## src/rtl/token_extractor.sv

```systemverilog
// Byte-stream tokenizer: splits ASCII input into words and reports BEGIN / END /
// OTHER keyword tokens plus an end-of-stream marker, with a counted word total.
module token_extractor (
  input  logic        clk,
  input  logic        reset,
  input  logic        in_valid,
  input  logic [7:0]  in_data,
  input  logic        in_last,
  output logic        in_ready,
  output logic        tok_valid,
  output logic [1:0]  tok_code,
  output logic        tok_last,
  input  logic        tok_ready,
  output logic [15:0] word_cnt
);

  typedef enum logic [1:0] {
    ST_IDLE = 2'd0,
    ST_WORD = 2'd1,
    ST_LONG = 2'd2
  } state_t;

  localparam logic [1:0]  CODE_OTHER = 2'b00;
  localparam logic [1:0]  CODE_BEGIN = 2'b01;
  localparam logic [1:0]  CODE_END   = 2'b10;
  localparam logic [1:0]  CODE_EOS   = 2'b11;
  localparam logic [39:0] KW_BEGIN   = 40'h62_65_67_69_6e;  // "begin"
  localparam logic [39:0] KW_END     = 40'h00_00_65_6e_64;  // "end"

  state_t      r_state, w_state_nxt;
  logic [39:0] r_buf, w_buf_nxt, w_inc_buf;
  logic [2:0]  r_len, w_len_nxt, w_inc_len;
  logic        r_tok_valid;
  logic [1:0]  r_tok_code;
  logic        r_tok_last;
  logic [15:0] r_word_cnt;

  logic        w_accept, w_is_delim, w_word_open, w_open_after, w_emit;
  logic [7:0]  w_folded;
  logic [1:0]  w_emit_code;

  assign in_ready  = !r_tok_valid || tok_ready;
  assign tok_valid = r_tok_valid;
  assign tok_code  = r_tok_code;
  assign tok_last  = r_tok_last;
  assign word_cnt  = r_word_cnt;

  assign w_accept     = in_valid && in_ready;
  assign w_is_delim   = in_data inside {8'h20, 8'h09, 8'h0A, 8'h0D};
  assign w_folded     = (in_data >= 8'h41 && in_data <= 8'h5A) ? (in_data | 8'h20) : in_data;
  assign w_word_open  = (r_state != ST_IDLE);
  assign w_open_after = w_word_open || !w_is_delim;
  // A token is produced by a delimiter closing a word, or by any last byte.
  assign w_emit       = w_accept && ((w_word_open && w_is_delim) || in_last);

  // Word contents as they would be with this byte appended (delimiters leave it as is).
  // NOTE: every always_comb output gets a default first so no path infers a latch.
  always_comb begin
    w_inc_buf = r_buf;
    w_inc_len = r_len;
    if (!w_is_delim) begin
      if (r_len < 3'd5) w_inc_buf = {r_buf[31:0], w_folded};
      if (r_len != 3'd6) w_inc_len = r_len + 3'd1;
    end
  end

  always_comb begin
    w_emit_code = CODE_OTHER;
    if (!w_open_after)                                   w_emit_code = CODE_EOS;
    else if (w_inc_len == 3'd5 && w_inc_buf == KW_BEGIN) w_emit_code = CODE_BEGIN;
    else if (w_inc_len == 3'd3 && w_inc_buf == KW_END)   w_emit_code = CODE_END;
  end

  always_comb begin
    w_state_nxt = r_state;
    w_buf_nxt   = r_buf;
    w_len_nxt   = r_len;
    if (w_accept) begin
      if (w_emit) begin
        w_state_nxt = ST_IDLE;
        w_buf_nxt   = '0;
        w_len_nxt   = '0;
      end else if (!w_is_delim) begin
        w_state_nxt = (w_inc_len == 3'd6) ? ST_LONG : ST_WORD;
        w_buf_nxt   = w_inc_buf;
        w_len_nxt   = w_inc_len;
      end
    end
  end

  // NOTE: sequential state uses non-blocking assignments only, so all registers
  // update together from the same pre-edge values.
  always_ff @(posedge clk or posedge reset) begin
    if (reset) begin
      r_state <= ST_IDLE;
      r_buf   <= '0;
      r_len   <= '0;
    end else begin
      r_state <= w_state_nxt;
      r_buf   <= w_buf_nxt;
      r_len   <= w_len_nxt;
    end
  end

  always_ff @(posedge clk or posedge reset) begin
    if (reset) begin
      r_tok_valid <= 1'b0;
      r_tok_code  <= CODE_OTHER;
      r_tok_last  <= 1'b0;
      r_word_cnt  <= '0;
    end else begin
      if (w_emit) begin
        r_tok_valid <= 1'b1;
        r_tok_code  <= w_emit_code;
        r_tok_last  <= in_last;
      end else if (tok_ready) begin
        r_tok_valid <= 1'b0;
      end
      if (r_tok_valid && tok_ready && r_tok_code != CODE_EOS)
        r_word_cnt <= r_word_cnt + 16'd1;
    end
  end

endmodule

```

## config.mk

```make
export PLATFORM = sky130hd
export DESIGN_NAME = token_extractor
export DESIGN_NICKNAME = d
export VERILOG_FILES = /design/src/rtl/token_extractor.sv
export SDC_FILE = /design/constraint.sdc
export NUM_CORES = 1
export LEC_CHECK = 0
export ABC_AREA = 1
export CORE_MARGIN = 4
export CORE_UTILIZATION = 28
export CTS_CLUSTER_SIZE = 25
export DETAILED_ROUTE_END_ITERATION = 12
export GPL_ROUTABILITY_DRIVEN = 0
export SLEW_MARGIN = 20
export SYNTH_ARGS = -nofsm -noshare
export SYNTH_HDL_FRONTEND = slang
export SYNTH_SLANG_ARGS = --single-unit
```

## constraint.sdc

```tcl
create_clock -name clk -period 3.4 [get_ports clk]
set_input_delay 0.85 -clock clk [delete_from_list [all_inputs] [get_ports clk]]
set_output_delay 0.85 -clock clk [all_outputs]
set_load 0.1 [all_outputs]
```

== After elaboration in Yosys (flattened, before gate mapping) ==
Cells that the tools add are included.

* Register bits after elaboration: 65
* Output and inout port bits: 21
* Bits of input ports: 13

* Reduce and logical (&&, ||, !) cells: 17
* Eq/ne operators: 12
* Order comparisons: 3
* Multiplexer cells: 17
* Add/sub/neg operators: 2

{| class="wikitable"
|+ Operators by type and width
! operator !! count
|-
| $mux 40 || 4
|-
| $eq 40x23->1 const B || 1
|-
| $eq 40x39->1 const B || 1
|-
| $eq 8x4->1 const B || 3
|-
| $add 16x1->16 const B || 1
|-
| $mux 2 || 6
|-
| $mux 3 || 4
|-
| $eq 8x6->1 const B || 1
|-
| $ge 8x7->1 const B || 1
|-
| $le 8x7->1 const B || 1
|-
| $logic_and 1x1->1 || 8
|-
| $eq 3x3->1 const B || 2
|-
| $mux 6 || 1
|-
| $reduce_bool 2->1 || 2
|-
| $reduce_bool 4->1 || 1
|-
| $add 3x1->3 const B || 1
|-
| $eq 3x2->1 const B || 1
|-
| $logic_or 1x1->1 || 3
|-
| $lt 3x3->1 const B || 1
|-
| $ne 3x3->1 const B || 1
|-
| $logic_not 1->1 || 2
|-
| $mux 1 || 2
|-
| $ne 2x1->1 const B || 1
|-
| $ne 2x2->1 const B || 1
|-
| $reduce_and 2->1 || 1
|}

== Longest topological paths before layout ==
Gate-level depths: netlist of run 1.

* Depth in word-level cells: 10
* Gate-level depth with buffers: 17
* Depth with buffers taken out: 16

== Worst setup path after synthesis of run 1 ==
No wires, ideal clock.

* Path kind: register -> register
* Start point: register r_tok_valid (netlist: tok_valid)
* End point: register r_word_cnt[15] (netlist: word_cnt[15])
* Data required time: 3242 ps
* Setup time: 158 ps
* Buffers on the path: 0
* Slack: 765 ps
* Data arrival time: 2477 ps
* Cell stages (with the launch flop): 10
* Path through: dfrtp_1 nand2_1 a21oi_2 nand4_1 nor2_1 nand4_1 nor2_1 nand3_1 nand3b_1 xnor2_1

* Longest elaborated chain between the ends: 2

{| class="wikitable"
|+ Ends and longest elaborated chain
! item !! RTL line !! RTL
|-
| from (decl) || 33 || <nowiki>logic r_tok_valid;</nowiki>
|-
| from (signal assigned) || 107 || <nowiki>r_tok_valid <= 1'b0;</nowiki>
|-
| from (signal assigned) || 113 || <nowiki>r_tok_valid <= 1'b1;</nowiki>
|-
| from (signal assigned) || 117 || <nowiki>r_tok_valid <= 1'b0;</nowiki>
|-
| $logic_and 1x1->1 (2 in a row) || 119 || <nowiki>if (r_tok_valid && tok_ready && r_tok_code != CODE_EOS)</nowiki>
|-
| to (signal assigned) || 120 || <nowiki>r_word_cnt <= r_word_cnt + 16'd1;</nowiki>
|-
| to (decl) || 36 || <nowiki>logic [15:0] r_word_cnt;</nowiki>
|}

No other way between the ends.
A chain may end at the register's enable or synchronous reset.

== Worst setup path in the final report of run 1 ==
* Start point: input port in_data[1]
* End point: register r_tok_code[1] (netlist: tok_code[1])

* Longest elaborated chain between the ends: 10
* Elaborated cells between the ends (all ways): 26

{| class="wikitable"
|+ Ends and longest elaborated chain
! item !! RTL line !! RTL
|-
| from (decl) || 7 || <nowiki>input logic [7:0] in_data,</nowiki>
|-
| $ge 8x7->1 or $le 8x7->1 (tied branches) || 50 || <nowiki>assign w_folded = (in_data >= 8'h41 && in_data <= 8'h5A) ? (in_data | 8'h20) : in_data;</nowiki>
|-
| $logic_and 1x1->1 || 50 ||
|-
| $mux 6 || 50 ||
|-
| $mux 40 || 62 || <nowiki>if (r_len < 3'd5) w_inc_buf = {r_buf[31:0], w_folded};</nowiki>
|-
| $mux 40 || 61 || <nowiki>if (!w_is_delim) begin</nowiki>
|-
| $eq 40x23->1 || 71 || <nowiki>else if (w_inc_len == 3'd3 && w_inc_buf == KW_END) w_emit_code = CODE_END;</nowiki>
|-
| $logic_and 1x1->1 || 71 ||
|-
| $mux 2 || 71 ||
|-
| $mux 2 || 70 || <nowiki>else if (w_inc_len == 3'd5 && w_inc_buf == KW_BEGIN) w_emit_code = CODE_BEGIN;</nowiki>
|-
| $mux 2 || 69 || <nowiki>if (!w_open_after) w_emit_code = CODE_EOS;</nowiki>
|-
| to (signal assigned) || 114 || <nowiki>r_tok_code <= w_emit_code;</nowiki>
|-
| to (decl) || 34 || <nowiki>logic [1:0] r_tok_code;</nowiki>
|}

Parallel ways exist; a longest one is shown, timed or not.

==> results of run 1 <==
## per-layer routing
metal	vias up	share of wire [%]	track usage [%]
met1	1817	47	18.4
met5	-	0	0
met3	14	4.2	2.97
met2	63	47	21.6
li1	2046	-	-
met4	0	1.8	4.60
## cells by family after synthesis
group           after synthesis  synth area share, %
buf+inv                     126                 12.6
simple gates                326                 32.5
fa+ha+maj                     3                0.886
xor+xnor                     16                 3.31
mux                           1                0.266
compound gates               89                 12.1
flops                        65                 38.4
## path summary, 6_finish.rpt
check | slack (ns) | to | startpoint
max in group asynchronous | 2.10 | r_buf[27] | reset
min in group asynchronous | 0.94 | r_buf[23] | reset
min reg2reg | 0.48 | word_cnt[15] | word_cnt[15]
min | 0.48 | word_cnt[15] | word_cnt[15]
max reg2reg | 0.74 | tok_code[1] | r_len[0]
max | 0.57 | tok_code[1] | in_data[1]
## power by group through the flow
stage               Sequential (mW)  Combinational, mW  Clock [mW]
floorplan                      1.48               1.39           0
global placement               1.23               2.11           0
detailed placement             1.24               2.11           0
CTS                            1.22               2.12        1.05
global route                   1.26               2.42        1.08
finish                         1.22               2.11        1.02
## area by class of cell
| cell class | instances | share of cell area, % |
|---|---|---|
| well taps | 184 | 4.50 |
| repair buffers | 50 | 9.15 |
| clock buffers | 10 | 4.67 |
| flip-flops and latches | 65 | 31.8 |
| multi-input cells | 435 | 40.7 |
| clock inverters | 6 | 1.79 |
| inverters | 101 | 7.42 |
## cell usage after synthesis, types with 8 or more instances
cell      count  area [µm²]
buf_2         8        40.0
clkbuf_1      9        33.8
dfrtp_1      65        1630
inv_1        99         372
nand2_1     203         762
nand2_2      10        62.6
nand3_1      52         260
nor2_1       46         173
o21ai_0      42         210
o22ai_1      34         213
xor2_1       11        96.3
## flip-flops by register name, indices dropped and copies added (netlist names)
signal and count:
r_buf 40, word_cnt 16, r_len 3, r_state 2, tok_code 2, tok_last 1, tok_valid 1
==> qor.txt, run 1 <==
Final Critical Period - 2.83 ns
Max H-tree Level - 3
Hold_ws - 0.480 ns
Commonest non-fill, non-tap cell in the layout - nand2_1
CTS buffer count - 9
PostCTS Resize Cnt - 0
DRC - 0
Initial Util - 28.8%
Hold buffers post-CTS - 0
Routed WL per cell - 13.0 µm
Nets - 678
Initial DRC count - 281
Cell depth of the worst setup path - 15
Most common flop cell mapped by yosys - dfrtp_1
Row count - 44
Post-route insts no fill - 851
Die height - 131 µm
N_diodes - 0
Worst Hold Depth - 1
Vias per Instance - 4.63
CTS tree - done
Distinct cells, synth - 31
Clock power share - 23.4%
Outcome - completed
Clk buf depth - 2
Syn. warnings - 0
CP Buf/Inv Count - 3
Setup slack at placement - 0.216 ns
Initial antenna violation count - 0
Num Clock Sinks - 65
Die width - 131 µm
CP endpoint kind - flop
Worst Hold Class - flop to flop
P_int - 2.38 mW
Gate power share - 48.4%
Core Util, Final - 34.8%
Worst vdd ir - 0.000273 V
Pwr/cell area - 851 nW/µm²
First-pass GRT wire length - 18500 µm
NetSw - 1.97 mW
Cell at the slowest stage of the critical path - clkdlybuf4s50_1
Crit path cell chain - clkdlybuf4s50_1 -> nor2_1 -> inv_1 -> nand3_1 -> nand2_1 -> nand2_2 -> buf_4 -> nand2_1 -> o21ai_1 -> nand2_1 -> nor2_1 -> nand2_1 -> nor2_1 -> nand3_1 -> a21oi_1
#FFs+latches synth - 65
Fillers - 1572
Area of the multi-input gates - 2080 µm²
Setup ws final - 0.570 ns
Die ar. - 17200 µm²
IO Pins - 34
Critical path's most frequent cell - nand2_1
Least-Margin Pin Slew - 0.584 ns
RSZ-0062 raised after global routing - false
Sequential share of the synthesized area - 38.4%
Final period util - 83.2%
Mapped Area - 4240 µm²
Sw frac - 45.3%
Root buffer selected by CTS - clkbuf_16
Worst setup SP type - input pin
Fmax - 0.353 GHz
Max_cap viols - 0
Largest net degree at the start of global routing - 45
Finished Cell Area - 5110 µm²
R2r worst-path depth - 14
Core area - 14700 µm²
Cells after Synth - 626
Commonest cells after routing, fill and taps aside - nand2_1, inv_1, dfrtp_1
DP HPWL - 7590 µm
Crit path kind - input pin to flop
Lkg Pwr - 2.75 nW
Placed cell areas - 4780 µm²
Synthesized area per cell - 6.77 µm²
Final hold violations - 0
Crit path max fanout - 14
Vias in the first global route - 3737
Fin Setup TNS - 0 ns
Post-CTS setup buffer count - 0
Congestion Overflow GR - 0
I/O Buffers - 33
Final wirelength - 11000 µm
EDFF count, synth - 0
Slew HR - 60.9%
Share of post-route cells with drive strength above 1 - 11.5%
Post-route ant nets - 0
Final Max Slew Viols - 0
Largest delay share family, worst path - simple AND/OR/NAND/NOR gates
Final setup fails - 0
Slowest Stage Delay on Critical Path - 0.51 ns
Worst Path Arrival - 3.09 ns
Syn nets - 642
Critical Path RT - 3.66 ns
Pre-antenna DRT Iters - 5
Sequential Power Share - 28.1%
Ys async rst share - 100%
Worst Skew - 0.00483 ns
Synth-to-layout area growth - 20.7%
Register Area - 1630 µm²
Total design power - 4.35 mW
Clock-pin slew on the worst setup and hold paths - 0.06 ns
Total global-route track usage - 13.6%
Placed cells - 835
Via count - 3940
Worst-Skew Late Latency - 0.34 ns
(Power assumes the default switching activity.)
==> inputs of run 2 (changes only) <==
==> constraint.sdc (replaced) <==
create_clock -name clk -period 2.65 [get_ports clk]
set_input_delay 0.6625 -clock clk [delete_from_list [all_inputs] [get_ports clk]]
set_output_delay 0.6625 -clock clk [all_outputs]
set_load 0.1 [all_outputs]
==> qor.txt, run 2 (same netlist as run 1, synthesis figures left out) <==
Outcome - completed (unchanged)
Synth-to-layout area growth - 33.6% (was 20.7%)
Clk buf depth - 2 (unchanged)
Critical Path RT - 2.90 ns (was 3.66 ns)
Max_cap viols - 0 (unchanged)
Vias in the first global route - 4075 (was 3737)
Placed cells - 903 (was 835)
Final setup fails - 0 (unchanged)
Worst-Skew Late Latency - 0.33 ns (was 0.34 ns)
Congestion Overflow GR - 0 (unchanged)
Worst vdd ir - 0.000370 V (was 0.000273 V)
Routed wl met3 - 412 µm (was 464 µm)
Largest net degree at the start of global routing - 66 (was 45)
Post-Route M1 WL - 5700 µm (was 5220 µm)
Crit path kind - input pin to flop (unchanged)
CP Buf/Inv Count - 3 (unchanged)
CTS buffer count - 9 (unchanged)
First-pass GRT wire length - 19800 µm (was 18500 µm)
Worst setup SP type - input pin (unchanged)
Final wirelength - 11900 µm (was 11000 µm)
Finished Cell Area - 5660 µm² (was 5110 µm²)
Clock-pin slew on the worst setup and hold paths - 0.06 ns (about the same)
Die ar. - 17200 µm² (unchanged)
Initial antenna violation count - 0 (unchanged)
Total global-route track usage - 14.5% (was 13.6%)
RSZ-0062 raised after global routing - false (unchanged)
Met2 Wirelength - 5570 µm (was 5160 µm)
Slowest Stage Delay on Critical Path - 0.53 ns (was 0.51 ns)
DP HPWL - 8180 µm (was 7590 µm)
Root buffer selected by CTS - clkbuf_16 (unchanged)
Worst Skew - 0.00956 ns (was 0.00483 ns)
Die height - 131 µm (unchanged)
Fillers - 1521 (was 1572)
Placed cell areas - 5320 µm² (was 4780 µm²)
Share of post-route cells with drive strength above 1 - 20.4% (was 11.5%)
Max FFs per register - 40 (unchanged)
Largest delay share family, worst path - simple AND/OR/NAND/NOR gates (unchanged)
Commonest cells after routing, fill and taps aside - nand2_1, inv_1, buf_4 (was nand2_1, inv_1, dfrtp_1)
Via count - 4200 (was 3940)
Row count - 44 (unchanged)
Critical path's most frequent cell - nand2_2 (was nand2_1)
Top Layer Used - met4 (unchanged)
Final hold violations - 0 (unchanged)
Top reg by flops - r_buf (unchanged)
N_diodes - 0 (unchanged)
Post-route ant nets - 0 (unchanged)
Worst Hold Class - flop to flop (unchanged)
Crit path cell chain - clkdlybuf4s50_1 -> nor2_4 -> nand2_1 -> nor2_1 -> nor2_4 -> nand2_2 -> buf_12 -> buf_4 -> nand2_2 -> nand2_2 -> nor2_1 -> nand2_1 -> nor3_4 -> nand3_1 -> a21oi_1 (was clkdlybuf4s50_1 -> nor2_1 -> inv_1 -> nand3_1 -> nand2_1 -> nand2_2 -> buf_4 -> nand2_1 -> o21ai_1 -> nand2_1 -> nor2_1 -> nand2_1 -> nor2_1 -> nand3_1 -> a21oi_1)
Pwr/cell area - 1080 nW/µm² (was 851 nW/µm²)
Max H-tree Level - 3 (unchanged)
CP endpoint kind - flop (unchanged)
Final period util - 92.9%
Nets - 746 (was 678)
Die width - 131 µm (unchanged)
Pre-antenna DRT Iters - 4 (was 5)
Cell at the slowest stage of the critical path - clkdlybuf4s50_1 (unchanged)
Final Max Slew Viols - 0 (unchanged)
Least-Margin Pin Slew - 0.509 ns (was 0.584 ns)
IO Pins - 34 (unchanged)
Hold_ws - 0.478 ns (was 0.480 ns)
Slew HR - 66.1% (was 60.9%)
Core area - 14700 µm² (unchanged)
Post-route insts no fill - 918 (was 851)
Initial DRC count - 330 (was 281)
I/O Buffers - 33 (unchanged)
Final Critical Period - 2.46 ns
Worst Path Arrival - 2.71 ns (was 3.09 ns)
Routed WL per cell - 12.9 µm (was 13.0 µm)
Crit path max fanout - 15 (was 14)
Num Clock Sinks - 65 (unchanged)
Initial Util - 28.8% (unchanged)
DRC - 0 (unchanged)
Fmax - 0.406 GHz
Hold buffers post-CTS - 0 (unchanged)
Commonest non-fill, non-tap cell in the layout - nand2_1 (unchanged)
CTS tree - done (unchanged)
Vias per Instance - 4.58 (was 4.63)
Lkg Pwr - 3.14 nW (was 2.75 nW)
run 2: final cells by class:
cell class              count  area [µm²]  share of cell area (%)
clock buffers              10         239                    4.22
flip-flops and latches     65        1630                    28.7
inverters                 101         379                    6.70
repair buffers            118        1030                    18.1
clock inverters             5        56.3                   0.995
well taps                 184         230                    4.07
multi-input cells         435        2100                    37.1
run 2: timing repair:
action | 4_1_cts | 5_1_grt
endpoints found under the setup margin | 0 | 47
buffers inserted | 0 | 0
resized for setup | 0 | 16
run 2: routing by layer:
metal,global-route usage (%),up-vias
met3,2.76,11
met4,4.23,0
met5,0,-
met2,24.0,66
li1,-,2180
met1,19.1,1943
run 2: worst paths after layout:
kind / startpoint / endpoint / slack (ns) / depth (start not counted)
worst max-delay path: in_data[6] / tok_code[0] / 0.19 / 15
worst min register to register: word_cnt[15] / word_cnt[15] / 0.48 / 1
worst min-delay path: word_cnt[15] / word_cnt[15] / 0.48 / 1
min in group asynchronous: reset / word_cnt[15] / 0.72 / 3
worst max register to register: r_len[0] / tok_code[0] / 0.52 / 14
max in group asynchronous: reset / r_buf[32] / 1.62 / 3
run 2: power by group:
group	leakage [nW]	switching [mW]	internal, mW
clock	0.144	0.452	0.747
combinational	2.18	2.01	1.36
sequential	0.824	0.230	1.33
run 2: per-stage QoR:
step	setup TNS (ns)	utilization, %	setup slack, ns	total power, mW
6_report	0	38.5	0.188	6.13
5_1_grt	0	38.5	0.0368	6.67
3_3_place_gp	-5.67	36.2	-0.213	4.89
2_1_floorplan	0	-	0.0150	3.69
3_5_place_dp	-8.54	36.2	-0.217	4.90
4_1_cts	0	38.2	0.0804	6.14
==> inputs of run 3 (changes only) <==
--- a/config.mk
+++ b/config.mk
@@ -6,11 +6,15 @@
 export NUM_CORES = 1
 export LEC_CHECK = 0
 export ABC_AREA = 1
+export CELL_PAD_IN_SITES_DETAIL_PLACEMENT = 0
+export CELL_PAD_IN_SITES_GLOBAL_PLACEMENT = 1
+export CORE_ASPECT_RATIO = 0.5
 export CORE_MARGIN = 4
 export CORE_UTILIZATION = 28
 export CTS_CLUSTER_SIZE = 25
 export DETAILED_ROUTE_END_ITERATION = 12
 export GPL_ROUTABILITY_DRIVEN = 0
+export PLACE_DENSITY_LB_ADDON = 0.1
 export SLEW_MARGIN = 20
 export SYNTH_ARGS = -nofsm -noshare
 export SYNTH_HDL_FRONTEND = slang
==> qor.txt, run 3 (same netlist as run 1, synthesis figures left out) <==
Worst-Skew Late Latency - 0.33 ns (about the same)
Slew HR - 63.6% (was 66.1%)
CP Buf/Inv Count - 3 (unchanged)
Core area - 14600 µm² (was 14700 µm²)
Worst Path Arrival - 2.67 ns (was 2.71 ns)
I/O Buffers - 33 (unchanged)
Final hold violations - 0 (unchanged)
Nets - 741 (was 746)
DRC - 0 (unchanged)
Congestion Overflow GR - 0 (unchanged)
Pwr/cell area - 1080 nW/µm² (about the same)
Row count - 31 (was 44)
DP HPWL - 9190 µm (was 8180 µm)
Max FFs per register - 40 (unchanged)
Post-route insts no fill - 928 (was 918)
Top reg by flops - r_buf (unchanged)
Critical Path RT - 2.91 ns (was 2.90 ns)
N_diodes - 0 (unchanged)
Clock-pin slew on the worst setup and hold paths - 0.06 ns (about the same)
Commonest non-fill, non-tap cell in the layout - nand2_1 (unchanged)
CTS tree - done (unchanged)
Synth-to-layout area growth - 33.5% (was 33.6%)
Cell at the slowest stage of the critical path - clkdlybuf4s50_1 (unchanged)
M1 GR Usage - 24.4% (was 19.1%)
Placed cells - 912 (was 903)
Final setup fails - 0 (unchanged)
Vias in the first global route - 4191 (was 4075)
Hold_ws - 0.476 ns (was 0.478 ns)
Fin Setup TNS - 0 ns (unchanged)
Crit path max fanout - 14 (was 15)
Outcome - completed (unchanged)
Root buffer selected by CTS - clkbuf_16 (unchanged)
Critical path's most frequent cell - nand2_1 (was nand2_2)
Final period util - 91.2% (was 92.9%)
Routed WL per cell - 14.4 µm (was 12.9 µm)
Initial antenna violation count - 0 (unchanged)
First-pass GRT wire length - 22200 µm (was 19800 µm)
Slowest Stage Delay on Critical Path - 0.52 ns (was 0.53 ns)
Met3 Use GR - 3.73% (was 2.76%)
Most Used Layer, Global Route - met1 (was met2)
Total design power - 6.11 mW (was 6.13 mW)
Max H-tree Level - 3 (unchanged)
CP endpoint kind - flop (unchanged)
Initial Util - 29.0% (was 28.8%)
Final wirelength - 13400 µm (was 11900 µm)
Max_cap viols - 0 (unchanged)
IO Pins - 34 (unchanged)
Crit path kind - input pin to flop (unchanged)
Total global-route track usage - 16.2% (was 14.5%)
RSZ-0062 raised after global routing - false (unchanged)
CTS buffer count - 9 (unchanged)
Least-Margin Pin Slew - 0.545 ns (was 0.509 ns)
Num Clock Sinks - 65 (unchanged)
Met2 usage - 23.7% (was 24.0%)
Initial DRC count - 289 (was 330)
Worst Skew - 0.00629 ns (was 0.00956 ns)
Largest net degree at the start of global routing - 74 (was 66)
Worst setup SP type - input pin (unchanged)
Post-route ant nets - 0 (unchanged)
Die ar. - 17300 µm² (was 17200 µm²)
Via count - 4169 (was 4200)
Worst Hold Class - flop to flop (unchanged)
Vias per Instance - 4.49 (was 4.58)
Crit path cell chain - clkdlybuf4s50_1 -> nor2_4 -> nand2_1 -> nor2_1 -> nor2_4 -> nand2_2 -> buf_12 -> buf_4 -> nand2_1 -> nand2_1 -> nor2_1 -> nand2_1 -> nor3_2 -> nand3_1 -> a21oi_1 (was clkdlybuf4s50_1 -> nor2_4 -> nand2_1 -> nor2_1 -> nor2_4 -> nand2_2 -> buf_12 -> buf_4 -> nand2_2 -> nand2_2 -> nor2_1 -> nand2_1 -> nor3_4 -> nand3_1 -> a21oi_1)
Worst vdd ir - 0.000792 V (was 0.000370 V)
Final Critical Period - 2.42 ns (was 2.46 ns)
Commonest cells after routing, fill and taps aside - nand2_1, inv_1, buf_4 (unchanged)
Core Util, Final - 38.7% (was 38.5%)
Die width - 182 µm (was 131 µm)
Clk buf depth - 2 (unchanged)
Final Max Slew Viols - 0 (unchanged)
Pre-antenna DRT Iters - 4 (unchanged)
Hold buffers post-CTS - 0 (unchanged)
Lkg Pwr - 3.10 nW (was 3.14 nW)
Share of post-route cells with drive strength above 1 - 20.0% (was 20.4%)
Fmax - 0.414 GHz (was 0.406 GHz)
Die height - 95.0 µm (was 131 µm)
Largest delay share family, worst path - simple AND/OR/NAND/NOR gates (unchanged)
Post-CTS setup buffer count - 0 (unchanged)
## run 3: per-stage QoR
stage                     setup slack, ns  instance area [µm²]
after floorplan                    0.0150                 4240
after global placement             -0.243                 5340
after detailed placement           -0.299                 5340
after CTS                          0.0650                 5630
after global routing              0.00250                 5660
final                               0.234                 5660
## run 3: metal layers
| layer | vias to the layer above | wire length (µm) |
|---|---|---|
| met5 | - | 0 |
| met1 | 1888 | 7190 |
| met4 | 0 | 103 |
| li1 | 2176 | - |
| met3 | 9 | 646 |
| met2 | 96 | 5430 |
## run 3: path summary, 6_finish.rpt
kind / from / to / slack [ns] / cells past startpoint
worst max register to register: r_len[0] / tok_code[1] / 0.27 / 16
worst min register to register: tok_last / tok_last / 0.48 / 2
worst min-delay path: tok_last / tok_last / 0.48 / 2
max in group asynchronous: reset / r_buf[21] / 1.45 / 3
min in group asynchronous: reset / word_cnt[1] / 0.67 / 2
worst max-delay path: in_data[6] / tok_code[1] / 0.23 / 15
## run 3: repair_timing
| action | CTS | global route |
|---|---|---|
| endpoints found under the setup margin | 0 | 45 |
| gates resized for setup | 0 | 11 |
| hold endpoints to repair | 0 | 0 |
## run 3: power breakdown
| part | internal (mW) | total (mW) | leakage [nW] | switching [mW] |
|---|---|---|---|---|
| clock | 0.728 | 1.21 | 0.146 | 0.478 |
| sequential | 1.33 | 1.55 | 0.824 | 0.219 |
| combinational | 1.33 | 3.36 | 2.13 | 2.03 |
## run 3: cell type report
class / count / area [µm²]
Sequential cell: 65 / 1630
Fill cell: 1554 / 8970
Inverter: 101 / 379
Clock inverter: 7 / 70.1
Multi-Input combinational cell: 435 / 2090
Timing Repair Buffer: 113 / 1020
Tap cell: 198 / 248
Clock buffer: 9 / 225
## run 3: tightest hold or removal path, cell delays in order (launching register included)
cell and delay, ns:
dfrtp_1 0.34, nand2_1 0.05, nand2_1 0.05
